$ cat src/rtl/xbar_pkg.sv
`default_nettype none
// ============================================================================
// Module   : xbar_pkg
// Purpose  : Shared types and constants for the memory bus crossbar:
//            ownership FSM states, owner encoding, and read-pipe entry width.
// Revision : 1.0 - initial release
// ============================================================================
package xbar_pkg;

  // Bus ownership phases
  typedef enum logic [1:0] {
    ST_RETURN  = 2'd0,
    ST_CPU_OWN = 2'd1,
    ST_DRAIN   = 2'd2,
    ST_DBG_OWN = 2'd3
  } xbar_state_t;

  // Which master a read-return entry belongs to
  localparam logic OWN_CPU = 1'b0;
  localparam logic OWN_DBG = 1'b1;

  // Read-return entry is {valid, slave index, owner}
  function automatic int pipe_entry_w(input int sel_w);
    return 1 + sel_w + 1;
  endfunction

endpackage
`default_nettype wire

$ cat src/rtl/mem_bus_xbar_rd_return_pipe.sv
`default_nettype none
// ============================================================================
// Module   : rd_return_pipe
// Purpose  : RD_LAT-deep delay line carrying {valid, idx, owner} so read data
//            is steered to the master that issued it, even after ownership
//            has moved on.
// Revision : 1.0 - initial release
// ============================================================================
module rd_return_pipe #(
  parameter int ENTRY_W = 4,
  parameter int RD_LAT  = 1
) (
  input  logic               clk,
  input  logic               rst_n,
  input  logic [ENTRY_W-1:0] in_entry,
  output logic [ENTRY_W-1:0] out_entry
);

  logic [ENTRY_W-1:0] r_stage [RD_LAT];

  // Shift one entry per cycle; reset flushes every in-flight read
  always_ff @(posedge clk or negedge rst_n) begin
    if (!rst_n) begin
      for (int i = 0; i < RD_LAT; i++) r_stage[i] <= '0;
    end else begin
      r_stage[0] <= in_entry;
      for (int i = 1; i < RD_LAT; i++) r_stage[i] <= r_stage[i-1];
    end
  end

  assign out_entry = r_stage[RD_LAT-1];

endmodule
`default_nettype wire

$ cat src/rtl/mem_bus_xbar.sv
`default_nettype none
// ============================================================================
// Module   : mem_bus_xbar
// Purpose  : Two-master (CPU m0, debug m1) byte bus arbiter with address
//            decode to NSLV one-hot slave enables and pipelined read return.
//            Optional MMIO_ERR_EN macro adds unmapped-access error capture
//            (err_clr / err_flag / err_addr).
// Revision : 1.0 - initial release
// ============================================================================
module mem_bus_xbar
  import xbar_pkg::*;
#(
  parameter int ADDR_W  = 32,
  parameter int DATA_W  = 8,
  parameter int NSLV    = 4,
  parameter int SEL_LSB = 16,
  parameter int SEL_W   = 2,
  parameter int RD_LAT  = 1
) (
  input  logic                   clk,
  input  logic                   rst_n,
`ifdef MMIO_ERR_EN
  input  logic                   err_clr,
  output logic                   err_flag,
  output logic [ADDR_W-1:0]      err_addr,
`endif
  input  logic [ADDR_W-1:0]      m0_a,
  input  logic                   m0_wr,
  input  logic [DATA_W-1:0]      m0_dout,
  output logic [DATA_W-1:0]      m0_din,
  output logic                   m0_rdy,
  input  logic                   m1_req,
  output logic                   m1_gnt,
  input  logic [ADDR_W-1:0]      m1_a,
  input  logic                   m1_wr,
  input  logic [DATA_W-1:0]      m1_dout,
  output logic [DATA_W-1:0]      m1_din,
  output logic [NSLV-1:0]        s_en,
  output logic [ADDR_W-1:0]      s_a,
  output logic                   s_wr,
  output logic [DATA_W-1:0]      s_dout,
  input  logic [NSLV*DATA_W-1:0] s_din
);

  localparam int              C_ENTRY_W = pipe_entry_w(SEL_W);
  localparam logic [2:0]      C_LAT     = 3'(RD_LAT);
  localparam logic [2:0]      C_LAT_M1  = 3'(RD_LAT - 1);
  localparam logic [SEL_W:0]  C_NSLV    = (SEL_W+1)'(NSLV);

  xbar_state_t          r_state, w_state_nxt;
  logic [2:0]           r_cnt, w_cnt_nxt;
  logic                 w_owning, w_owner;
  logic [ADDR_W-1:0]    w_own_a;
  logic                 w_own_wr;
  logic [DATA_W-1:0]    w_own_dout;
  logic [SEL_W-1:0]     w_idx;
  logic                 w_mapped;
  logic [C_ENTRY_W-1:0] w_push, w_pop;
  logic                 w_pop_valid, w_pop_owner;
  logic [SEL_W-1:0]     w_pop_idx;
  logic [DATA_W-1:0]    w_rd_data;
  logic [DATA_W-1:0]    r_m0_din, r_m1_din;

  // Ownership state and phase counter
  always_ff @(posedge clk or negedge rst_n) begin
    if (!rst_n) begin
      r_state <= ST_RETURN;
      r_cnt   <= '0;
    end else begin
      r_state <= w_state_nxt;
      r_cnt   <= w_cnt_nxt;
    end
  end

  // Next-state, phase counting and ownership outputs; RETURN spans RD_LAT+1
  // cycles so slave reads of the previous owner have settled
  always_comb begin
    w_state_nxt = r_state;
    w_cnt_nxt   = r_cnt;
    m0_rdy      = 1'b0;
    m1_gnt      = 1'b0;
    w_owning    = 1'b0;
    w_owner     = OWN_CPU;
    unique case (r_state)
      ST_RETURN: begin
        if (r_cnt == C_LAT) begin
          w_cnt_nxt   = '0;
          w_state_nxt = m1_req ? ST_DRAIN : ST_CPU_OWN;
        end else begin
          w_cnt_nxt = r_cnt + 3'd1;
        end
      end
      ST_CPU_OWN: begin
        m0_rdy   = 1'b1;
        w_owning = 1'b1;
        if (m1_req) begin
          w_state_nxt = ST_DRAIN;
          w_cnt_nxt   = '0;
        end
      end
      ST_DRAIN: begin
        if (r_cnt == C_LAT_M1) begin
          w_cnt_nxt   = '0;
          w_state_nxt = ST_DBG_OWN;
        end else begin
          w_cnt_nxt = r_cnt + 3'd1;
        end
      end
      ST_DBG_OWN: begin
        m1_gnt   = 1'b1;
        w_owning = 1'b1;
        w_owner  = OWN_DBG;
        if (!m1_req) begin
          w_state_nxt = ST_RETURN;
          w_cnt_nxt   = '0;
        end
      end
      default: begin
        w_state_nxt = ST_RETURN;
        w_cnt_nxt   = '0;
      end
    endcase
  end

  assign w_own_a    = (w_owner == OWN_DBG) ? m1_a    : m0_a;
  assign w_own_wr   = (w_owner == OWN_DBG) ? m1_wr   : m0_wr;
  assign w_own_dout = (w_owner == OWN_DBG) ? m1_dout : m0_dout;
  assign w_idx      = w_own_a[SEL_LSB +: SEL_W];
  assign w_mapped   = {1'b0, w_idx} < C_NSLV;

  // Slave bus is quiet (all zero) whenever nobody owns it
  assign s_a    = w_owning ? w_own_a    : '0;
  assign s_dout = w_owning ? w_own_dout : '0;
  assign s_wr   = w_owning & w_own_wr & w_mapped;

  // One-hot decode; indices at or above NSLV never match
  always_comb begin
    s_en = '0;
    for (int i = 0; i < NSLV; i++) s_en[i] = w_owning && (w_idx == SEL_W'(i));
  end

  assign w_push = {w_owning & ~w_own_wr, w_idx, w_owner};

  rd_return_pipe #(
    .ENTRY_W (C_ENTRY_W),
    .RD_LAT  (RD_LAT)
  ) u_rd_pipe (
    .clk       (clk),
    .rst_n     (rst_n),
    .in_entry  (w_push),
    .out_entry (w_pop)
  );

  assign w_pop_valid = w_pop[C_ENTRY_W-1];
  assign w_pop_idx   = w_pop[1 +: SEL_W];
  assign w_pop_owner = w_pop[0];

  // Select the returning slave's data; unmapped index yields zero
  always_comb begin
    w_rd_data = '0;
    for (int i = 0; i < NSLV; i++)
      if (w_pop_idx == SEL_W'(i)) w_rd_data = s_din[i*DATA_W +: DATA_W];
  end

  assign m0_din = (w_pop_valid && w_pop_owner == OWN_CPU) ? w_rd_data : r_m0_din;
  assign m1_din = (w_pop_valid && w_pop_owner == OWN_DBG) ? w_rd_data : r_m1_din;

  // Hold last delivered read data for each master
  always_ff @(posedge clk or negedge rst_n) begin
    if (!rst_n) begin
      r_m0_din <= '0;
      r_m1_din <= '0;
    end else begin
      r_m0_din <= m0_din;
      r_m1_din <= m1_din;
    end
  end

`ifdef MMIO_ERR_EN
  logic              w_unmapped;
  logic              r_err_flag;
  logic [ADDR_W-1:0] r_err_addr;

  assign w_unmapped = w_owning & ~w_mapped;

  // Capture first unmapped access; a coincident clear lets a new one win
  always_ff @(posedge clk or negedge rst_n) begin
    if (!rst_n) begin
      r_err_flag <= 1'b0;
      r_err_addr <= '0;
    end else if (w_unmapped && (!r_err_flag || err_clr)) begin
      r_err_flag <= 1'b1;
      r_err_addr <= w_own_a;
    end else if (err_clr) begin
      r_err_flag <= 1'b0;
    end
  end

  assign err_flag = r_err_flag;
  assign err_addr = r_err_addr;
`endif

endmodule
`default_nettype wire

$ cat config.mk
export PLATFORM = sky130hd
export DESIGN_NAME = mem_bus_xbar
export DESIGN_NICKNAME = d
export VERILOG_FILES = /design/src/rtl/xbar_pkg.sv /design/src/rtl/mem_bus_xbar_rd_return_pipe.sv /design/src/rtl/mem_bus_xbar.sv
export SDC_FILE = /design/constraint.sdc
export NUM_CORES = 1
export LEC_CHECK = 0
export ABC_CLOCK_PERIOD_IN_PS = 3400
export CELL_PAD_IN_SITES_DETAIL_PLACEMENT = 1
export CELL_PAD_IN_SITES_GLOBAL_PLACEMENT = 1
export CORE_MARGIN = 1.5
export CORE_UTILIZATION = 21
export DETAILED_ROUTE_END_ITERATION = 16
export GPL_TIMING_DRIVEN = 0
export PLACE_DENSITY_LB_ADDON = 0.12
export RECOVER_POWER = 25
export SLEW_MARGIN = 20
export SYNTH_ARGS = -nofsm -noshare
export SYNTH_HDL_FRONTEND = slang
export SYNTH_SLANG_ARGS = --single-unit
export TNS_END_PERCENT = 50
$ cat constraint.sdc
create_clock -name clk -period 3.4 [get_ports clk]
set_clock_uncertainty 0.15 [all_clocks]
set_input_delay 0.51 -clock clk [delete_from_list [all_inputs] [get_ports clk]]
set_output_delay 0.51 -clock clk [all_outputs]
set_load 0.02 [all_outputs]
[Word-level counts from Yosys, hierarchy flattened]
Cells that the tools add are included.
Storage, ports and cells
  input bits: 117
  word-level logic and storage cells: 62
  bits in registers: 25
Operators by class
  add/subtract/negate cells: 1
  eq/ne operators: 14
  bitwise logic cells: 4
  reduce and logical (&&, ||, !) cells: 13
  muxes and demuxes: 25
Operator list (number)
  $mux W32: 2
  $mux W8: 8
  $eq A2 B2 Y1 const B: 6
  $mux W3: 4
  $pmux W3 S4: 1
  $mux W2: 5
  $ne A2 B2 Y1 const B: 4
  $pmux W2 S4: 1
  $eq A2 B1 Y1 const B: 3
  $logic_and A1 B1 Y1: 6
  $logic_not A2 Y1: 3
  $mux W1: 4
  $reduce_and A4 Y1: 1
  $add A3 B1 Y3 const B: 1
  $eq A3 B1 Y1 const B: 1
  $logic_not A3 Y1: 1
  $and A1 B1 Y1: 2
  $not A1 Y1: 2
  $reduce_and A2 Y1: 1
  $reduce_or A2 Y1: 1

[Logic depth before layout (Yosys ltp)]
Gate-level depths: netlist of the first run.
  word-level depth: 6
  gate-level depth with buffers: 6
  mapped depth without buffers: 5

[Hierarchy]
From an unflattened synthesis of the first run, not the netlist that was laid out.
Second synthesis, totals
  cells, all modules: 151
  area total of the unflattened synthesis: 1757.9 µm²
Modules (own cells, without submodules)
  mem_bus_xbar: seq. area each 525.5 µm², area an instance 1657.8 µm², cells an instance 147, times used 1
  rd_return_pipe: seq. area each 100.1 µm², area an instance 100.1 µm², cells an instance 4, times used 1

[Worst setup path before layout of the first run]
Ideal clock, no wire load.
  path type: register -> output
  from: reg r_state[0]
  to: out s_en[0]
  setup slack: 1.089 ns
  data arrival time: 1.651 ns
  stages on the path, launching flop included: 6
  path buffers: 1
  required time: 2.740 ns
  cell sequence: dfrtp_1 > ha_1 > buf_2 > mux2i_1 > inv_1 > nor2_1
Between the ends
  word-level cells in the longest chain between the ends: 5
RTL lines
  start, declared: RTL line mem_bus_xbar.sv:50  | xbar_state_t r_state, w_state_nxt;
  start signal, assigned: RTL line mem_bus_xbar.sv:70  | r_state <= w_state_nxt;
  $eq A2 B2 Y1
  $mux W1
  via m1_gnt: RTL line mem_bus_xbar.sv:33  | output logic m1_gnt,
  $mux W32: RTL line mem_bus_xbar.sv:125  | assign w_own_a = (w_owner == OWN_DBG) ? m1_a : m0_a;
  via u_rd_pipe.in_entry[1]: RTL line mem_bus_xbar_rd_return_pipe.sv:15  | input logic [ENTRY_W-1:0] in_entry,
  $logic_not A2 Y1: RTL line mem_bus_xbar.sv:139  | for (int i = 0; i < NSLV; i++) s_en[i] = w_owning && (w_idx == SEL_W'(i));
  $logic_and A1 B1 Y1: RTL line mem_bus_xbar.sv:139
  end, declared: RTL line mem_bus_xbar.sv:38  | output logic [NSLV-1:0] s_en,
The timed path passes the listed nets, and every way through them passes these cells.

[Worst setup path in the final report of the first run]
  from: reg r_state[0]
  to: out s_a[24]
Between the ends
  word-level cells in the longest chain between the ends: 4
RTL lines
  $eq A2 B2 Y1 or $eq A2 B1 Y1 (tied branches): RTL line mem_bus_xbar.sv:84  | unique case (r_state)
  $mux W1 or $reduce_or A2 Y1 (tied branches)
  $mux W32 or $mux W1 (tied branches): RTL line mem_bus_xbar.sv:125, mem_bus_xbar.sv:84
  $mux W32 *: RTL line mem_bus_xbar.sv:132  | assign s_a = w_owning ? w_own_a : '0;
  end, declared: RTL line mem_bus_xbar.sv:39  | output logic [ADDR_W-1:0] s_a,
Every way passes the cells marked *; elsewhere a longest branch is shown, timed or not.

==> results of run 1 <==
cell families after synthesis:
group | after synthesis
AO/OA/AOI/OAI | 51
multiplexers | 30
adder cells (fa/ha/maj) | 8
AND/OR/NAND/NOR | 16
buffers and inverters | 21
flip-flops | 25
critical path: cells and delay by family (launching register included):
family          cells  cell delay [ps]
compound gates      1              220
fa+ha+maj           1              280
buf+inv             3             1290
flops               1              410
sequential cells by signal (all words and copies together), names as in the netlist:
name and flops:
r_cnt 3, r_m0_din 8, r_m1_din 8, r_state 2, u_rd_pipe.out_entry 4
worst min-delay path by stage:
stage / startpoint / end / cells past startpoint
after global placement: r_m1_din[0]$_DFF_PN0_ / r_m1_din[0]$_DFF_PN0_ / 1
after detailed placement: r_m1_din[7]$_DFF_PN0_ / r_m1_din[7]$_DFF_PN0_ / 1
after global routing: r_m0_din[6]$_DFF_PN0_ / r_m0_din[6]$_DFF_PN0_ / 1
final: r_m1_din[2]$_DFF_PN0_ / r_m1_din[2]$_DFF_PN0_ / 1
after floorplan: rst_n / r_cnt[0]$_DFFE_PN0P_ / 0
after CTS: rst_n / r_m1_din[7]$_DFF_PN0_ / 1
metal layers:
metal,part of all wire,vias up
met4,0.0082,0
li1,-,947
met1,0.39,987
met3,0.10,4
met5,0,-
met2,0.50,109
cell type report:
class | count | area share
plain buffers | 12 | 0.0162
clock buffers | 4 | 0.0121
well taps | 105 | 0.0354
repair buffers | 179 | 0.482
flip-flops and latches | 25 | 0.169
inverters | 9 | 0.00911
multi-input cells | 105 | 0.277
cell usage after synthesis (all sizes together):
| cell | instances |
|---|---|
| a22o | 39 |
| dfrtp | 25 |
| mux2 | 17 |
| inv | 9 |
| ha | 8 |
| mux4 | 8 |
| buf | 7 |
| nor2 | 7 |
| clkbuf | 5 |
| mux2i | 5 |
| nand2 | 3 |
| nor2b | 3 |
| o21ai | 3 |
| o22ai | 3 |
| nand2b | 2 |
| a211o | 1 |
| a21o | 1 |
| a21oi | 1 |
| a22oi | 1 |
| nand3b | 1 |
| o2111ai | 1 |
| o2bb2ai | 1 |
power groups by stage:
stage / logic, mW / registers, mW / clock network, mW
after floorplan: 1.33 / 0.473 / 0
after global placement: 2.39 / 0.481 / 0
after detailed placement: 2.41 / 0.491 / 0
after CTS: 2.42 / 0.485 / 0.185
after global routing: 2.57 / 0.499 / 0.196
final: 2.38 / 0.481 / 0.179
stage by stage:
stage / total power, mW / hold slack, ps / instances / setup slack [ps] / utilization
2_1_floorplan: 1.81 / 64.4 / 151 / 1090 / -
3_3_place_gp: 2.87 / 328 / 435 / 407 / 0.451
3_5_place_dp: 2.90 / 333 / 435 / 377 / 0.451
4_1_cts: 3.09 / 91.3 / 439 / 52.2 / 0.456
5_1_grt: 3.27 / 374 / 439 / 58.4 / 0.456
6_report: 3.05 / 348 / 439 / 263 / 0.456
==> flow_summary_export.csv, run 1 <==
group,metric,value,unit
yosys,synth_compound_area_frac,0.245,
setup_path,cp-startpoint,"r_state[0]$_DFFE_PN0P_",
cts,clkSlewWorstSetupHoldPaths,90,ps
grt,top_usage_layer,"met2",
setup_path,cp_slowest_cell,"clkdlybuf4s50_1",
die,core_area,0.00813,mm²
grt,grt_use_met2,0.285,
placed_design,gp_congestion,0.735,
yosys,synthCells,151,
setup_path,setup.worst_path.class,"reg -> out",
cts,root_buffer,"clkbuf_8",
placed_design,hpwl,6.27,mm
cts,cts_resized,0,
detailed_routing,wl,7.35,mm
yosys,syn_area,0.00175,mm²
power_and_ir_drop,power.leakage,1.49,nW
power_and_ir_drop,pwr-share-seq,0.158,
sta,finalMaxSlewViolations,0,
final_layout,multiInputGateArea,0.00103,mm²
die,die_area,0.00887,mm²
grt,grt_pass1_wl,11.4,mm
placed_design,port_buffers,179,
yosys,synth_cell_type_count,25,
detailed_routing,post_drt_via_cell_ratio,4.66,
sta,slew_headroom,0.0841,
sta,worstMarginPinSlew,1370,ps
detailed_routing,drtIter0Drc,20,
yosys,yosysTopAreaCell,"dfrtp_1",
power_and_ir_drop,peakVddDrop,300,µV
yosys,yosysWarnings,0,
yosys,ys_ff_latch,25,
setup_path,crit_chain,"ha_1 > buf_2 > buf_1 > a22o_1 > clkdlybuf4s50_1",
setup_path,crit_end,"s_a[24]",
die,num_rows,33,
grt,grt_pass1_vias,2261,
setup_path,start_kind,"flop",
die,dieWidth,94.2,µm
cts,worstSkewPairLatency,270,ps
setup_path,rr_worst_depth,5,
sta,hold_violations,0,
final_layout,seqCellArea,626,µm²
setup_path,cp.required,2740,ps
die,start_util,0.215,
yosys,synthTopCellsByArea,"dfrtp_1 36%, a22o_1 20%, mux2_2 11%",
final_layout,diodes,0,
run_status,outcome,"finished clean",
cts,cts_tree,"yes",
job,drv_cap,0,
grt,gr-total-overflow,0,
placed_design,dpl_cell_area,0.00366,mm²
cts,cts_buffers,3,
grt,use_met1,0.190,
final_layout,final_common_cell,"clkdlybuf4s50_1",
setup_path,worstSetupEndpointType,"output pin",
setup_path,critPathMaxFanout,10,
yosys,synthMuxAreaShare,0.244,
yosys,synth_nets,276,
final_layout,fin_area,0.00371,mm²
power_and_ir_drop,combPwrFrac,0.783,
detailed_routing,drc,0,
setup_path,rrSetupSlack,1330,ps
power_and_ir_drop,powerDensity,821,mW/mm²
final_layout,fillers,903,
final_layout,final_cell_mix,"178 x clkdlybuf4s50_1, 39 x a22o_1, 25 x dfrtp_1",
grt,grtUsageTotal,0.164,
final_layout,drive_gt1_frac,0.108,
cts,ctsHtreeMaxLevel,1,
cts,clock-sinks,25,
sta,timing.final.crit_period,3140,ps
detailed_routing,first_pass_iters,4,
power_and_ir_drop,p_int,1.71,mW
sta,period_share,0.923,
yosys,synth_xor_area_frac,0,
setup_path,timing.rr.end,"r_state[0]$_DFFE_PN0P_",
grt,grt_max_degree,26,
power_and_ir_drop,power.share.clock,0.059,
die,pin_count,180,
power_and_ir_drop,switching_power,1.34,mW
final_layout,layout.nets,460,
grt,grt_antenna_before_repair,0,
cts,postCtsHoldBufs,0,
detailed_routing,vias,2047,
setup_path,cp_data_arrival_time,2480,ps
detailed_routing,ant_nets,0,
yosys,synth_top_family_by_area,"compound AO/OA/AOI/OAI gates",
power_and_ir_drop,swShare,0.438,
cts,clockBufferDepth,2,
sta,setup_tns,0,ps
cts,post_cts_buffers,0,
yosys,synth_adder_area_share,0.0573,
yosys,synth-simple-area-share,0.0437,
detailed_routing,wl_per_cell,16.7,µm
yosys,yosysTopAreaCellShare,0.358,
grt,use_met3,0.0607,
setup_path,rr_startpoint,"r_state[1]$_DFFE_PN0P_",
final_layout,syn2layout_area_growth,112,%
die,die_y,94.2,µm
sta,clock.fmax,319,MHz
yosys,ys_seq_area_frac,0.358,
yosys,synth_area_per_cell,11.6,µm²
setup_path,cpPeakStageDelay,640,ps
sta,rsz0062_at_grt,"false",
worst_hold_path,hold_class,"reg -> reg",
sta,setup_violations,0,
No activity file was read; power rests on OpenSTA's default activity.
==> run 2: changes to the inputs <==
--- a/config.mk
+++ b/config.mk
@@ -5,11 +5,12 @@
 export SDC_FILE = /design/constraint.sdc
 export NUM_CORES = 1
 export LEC_CHECK = 0
+export ABC_AREA = 1
 export ABC_CLOCK_PERIOD_IN_PS = 3400
 export CELL_PAD_IN_SITES_DETAIL_PLACEMENT = 1
 export CELL_PAD_IN_SITES_GLOBAL_PLACEMENT = 1
 export CORE_MARGIN = 1.5
-export CORE_UTILIZATION = 21
+export CORE_UTILIZATION = 22
 export DETAILED_ROUTE_END_ITERATION = 16
 export GPL_TIMING_DRIVEN = 0
 export PLACE_DENSITY_LB_ADDON = 0.12
==> run 2 against run 1 <==
  * Sequential share of layout area shrank 1.7 points
  * Sequential power rose by 3%
  * Die area rose by 16%
  * Power increased by 6.4%
  * Synthesized cell count grew 130%
  * Critical path depth rose by 2
  * Clock power up 4%
  * Register-to-register slack better by 390 ps
  * Highest routed layer unchanged
==> flow_summary_export.csv, run 2 <==
group,metric,value,unit
yosys,yosysTopAreaCell,"dfrtp_1",
placed_design,placed_cells,658,
cts,root_buffer,"clkbuf_8",
die,core_area,0.00933,mm²
power_and_ir_drop,powerDensity,784,mW/mm²
setup_path,critPathMaxFanout,10,
cts,ctsHtreeMaxLevel,1,
power_and_ir_drop,power.leakage,2.00,nW
sta,period_share,0.915,
final_layout,drive_gt1_frac,0.0638,
yosys,synth_nets,475,
yosys,yosysWarnings,0,
placed_design,gp_congestion,0.819,
yosys,synth-edff-count,0,
cts,clkSlewWorstSetupHoldPaths,100,ps
yosys,yosysTopAreaCellShare,0.293,
placed_design,dpl_cell_area,0.00408,mm²
run_status,outcome,"finished clean",
power_and_ir_drop,peakVddDrop,352,µV
cts,clock-sinks,25,
yosys,synth_area_per_cell,6.10,µm²
grt,grtUsageTotal,0.181,
die,die_area,0.0103,mm²
yosys,async_flop_share,1.00,
detailed_routing,wl_per_cell,14.0,µm
grt,grt_pass1_wl,14.8,mm
detailed_routing,post_drt_via_cell_ratio,4.38,
detailed_routing,drc,0,
detailed_routing,drtIter0Drc,58,
placed_design,hpwl,7.86,mm
sta,clock.fmax,321,MHz
final_layout,seqCellArea,626,µm²
yosys,ys_seq_area_frac,0.293,
final_layout,fin_cells,662,
detailed_routing,first_pass_iters,3,
final_layout,fin_area,0.00413,mm²
yosys,syn_area,0.00213,mm²
setup_path,start_kind,"flop",
sta,finalMaxSlewViolations,0,
sta,hold_violations,0,
setup_path,setup.worst_path.class,"reg -> out",
detailed_routing,wl,9.27,mm
final_layout,layout.nets,659,
cts,cts_tree,"yes",
grt,grt_pass1_vias,3107,
sta,setup_violations,0,
setup_path,worstSetupEndpointType,"output pin",
die,num_rows,35,
final_layout,diodes,0,
grt,grt_antenna_before_repair,0,
sta,worstMarginPinSlew,1360,ps
job,drv_cap,0,
yosys,synthCells,350,
final_layout,fillers,1212,
yosys,synth_most_common_cell,"nand2_1",
final_layout,fin_util,0.443,
cts,clockBufferDepth,2,
sta,rsz0062_at_grt,"false",
sta,timing.final.crit_period,3110,ps
grt,grt_max_degree,26,
die,pin_count,180,
grt,gr-total-overflow,0,
final_layout,final_cell_mix,"178 x clkdlybuf4s50_1, 109 x nand2_1, 43 x nor2_1",
detailed_routing,vias,2898,
die,start_util,0.229,
yosys,ys_ff_latch,25,
cts,worstSkewPairLatency,270,ps
sta,slew_headroom,0.0943,
detailed_routing,ant_nets,0,
cts,post_cts_buffers,0,
die,die_y,102,µm
cts,cts_buffers,3,
final_layout,final_common_cell,"clkdlybuf4s50_1",
final_layout,syn2layout_area_growth,93.4,%
setup_path,cp.required,2740,ps
die,dieWidth,102,µm
yosys,ys_top_cells_by_count,"109 x nand2_1, 42 x nor2_1, 38 x nand3_1",
cts,postCtsHoldBufs,0,
sta,worst_hold_slack,339,ps
placed_design,port_buffers,179,
setup_path,cp_data_arrival_time,2450,ps
sta,setup_tns,0,ps
yosys,synth_top_flop_cell,"dfrtp_1",
worst_hold_path,hold_class,"reg -> reg",
cts,cts_resized,0,
yosys,synthTopCellsByArea,"dfrtp_1 29%, nand2_1 19%, nand3_1 8.9%",
yosys,synth_cell_type_count,26,
final_layout,multiInputGateArea,0.00125,mm²
[run 2: cell types whose count changed in the layout (fill, tap and decap cells not counted), sizes merged, moves of 8 or more]
cell   change
nand2    +108
a22o      -39
nand3     +39
nor2      +38
inv       +33
o21ai     +30
a21oi     +17
mux2      -17
mux4       -8
or2        +8
[run 2: power breakdown]
part           switching [mW]  leakage, nW  internal (mW)
Sequential             0.0674        0.305          0.429
Clock                   0.101       0.0261         0.0859
Combinational            1.43         1.67           1.12
[run 2: layer usage]
metal	vias to the layer above	track usage	part of all wire
li1	1460	-	-
met1	1326	0.194	0.39
met2	108	0.344	0.51
met3	4	0.0676	0.097
met4	0	0.0267	0.0052
met5	-	0	0
[run 2: kinds of logic (layout without fill, tap and decap cells)]
logic type | after synthesis | after routing | share of synthesized area
and+or+nand+nor | 208 | 208 | 0.416
AOI/OAI and AO/OA | 52 | 52 | 0.125
buffers and inverters | 57 | 240 | 0.119
DFF | 25 | 25 | 0.293
adders and majority gates | 8 | 8 | 0.0469
[run 2: final timing paths]
| path | startpoint | endpoint | slack, ps | cells past startpoint |
|---|---|---|---|---|
| min | r_m1_din[7]$_DFF_PN0_ | r_m1_din[7]$_DFF_PN0_ | 340 | 2 |
| max | r_state[1]$_DFFE_PN0P_ | s_a[8] | 290 | 7 |
| max in group asynchronous | rst_n | r_m0_din[7]$_DFF_PN0_ | 1930 | 1 |
| min reg2reg | r_m1_din[7]$_DFF_PN0_ | r_m1_din[7]$_DFF_PN0_ | 340 | 2 |
| min in group asynchronous | rst_n | r_m0_din[3]$_DFF_PN0_ | 370 | 1 |
| max reg2reg | r_state[0]$_DFFE_PN0P_ | r_state[0]$_DFFE_PN0P_ | 1720 | 8 |
[run 2: worst max-delay path: stages (launching register included)]
cell and delay, ps:
dfrtp_1 430, inv_1 120, ha_1 190, buf_2 170, clkbuf_1 390, a21oi_1 160, nor2_1 120, clkdlybuf4s50_1 610
[run 2: cell type report]
class | instances | area share
inverters | 41 | 0.0379
plain buffers | 16 | 0.0236
clock buffers | 3 | 0.0100
repair buffers | 179 | 0.432
well taps | 129 | 0.0391
clock inverters | 1 | 0.00212
multi-input cells | 268 | 0.303
flip-flops and latches | 25 | 0.152
[run 2: stage by stage]
| step | worst slack [ps] | total power [mW] |
|---|---|---|
| floorplan | 1030 | 1.91 |
| global placement | 591 | 3.05 |
| detailed placement | 620 | 3.08 |
| CTS | 296 | 3.29 |
| global route | 138 | 3.52 |
| finish | 288 | 3.24 |
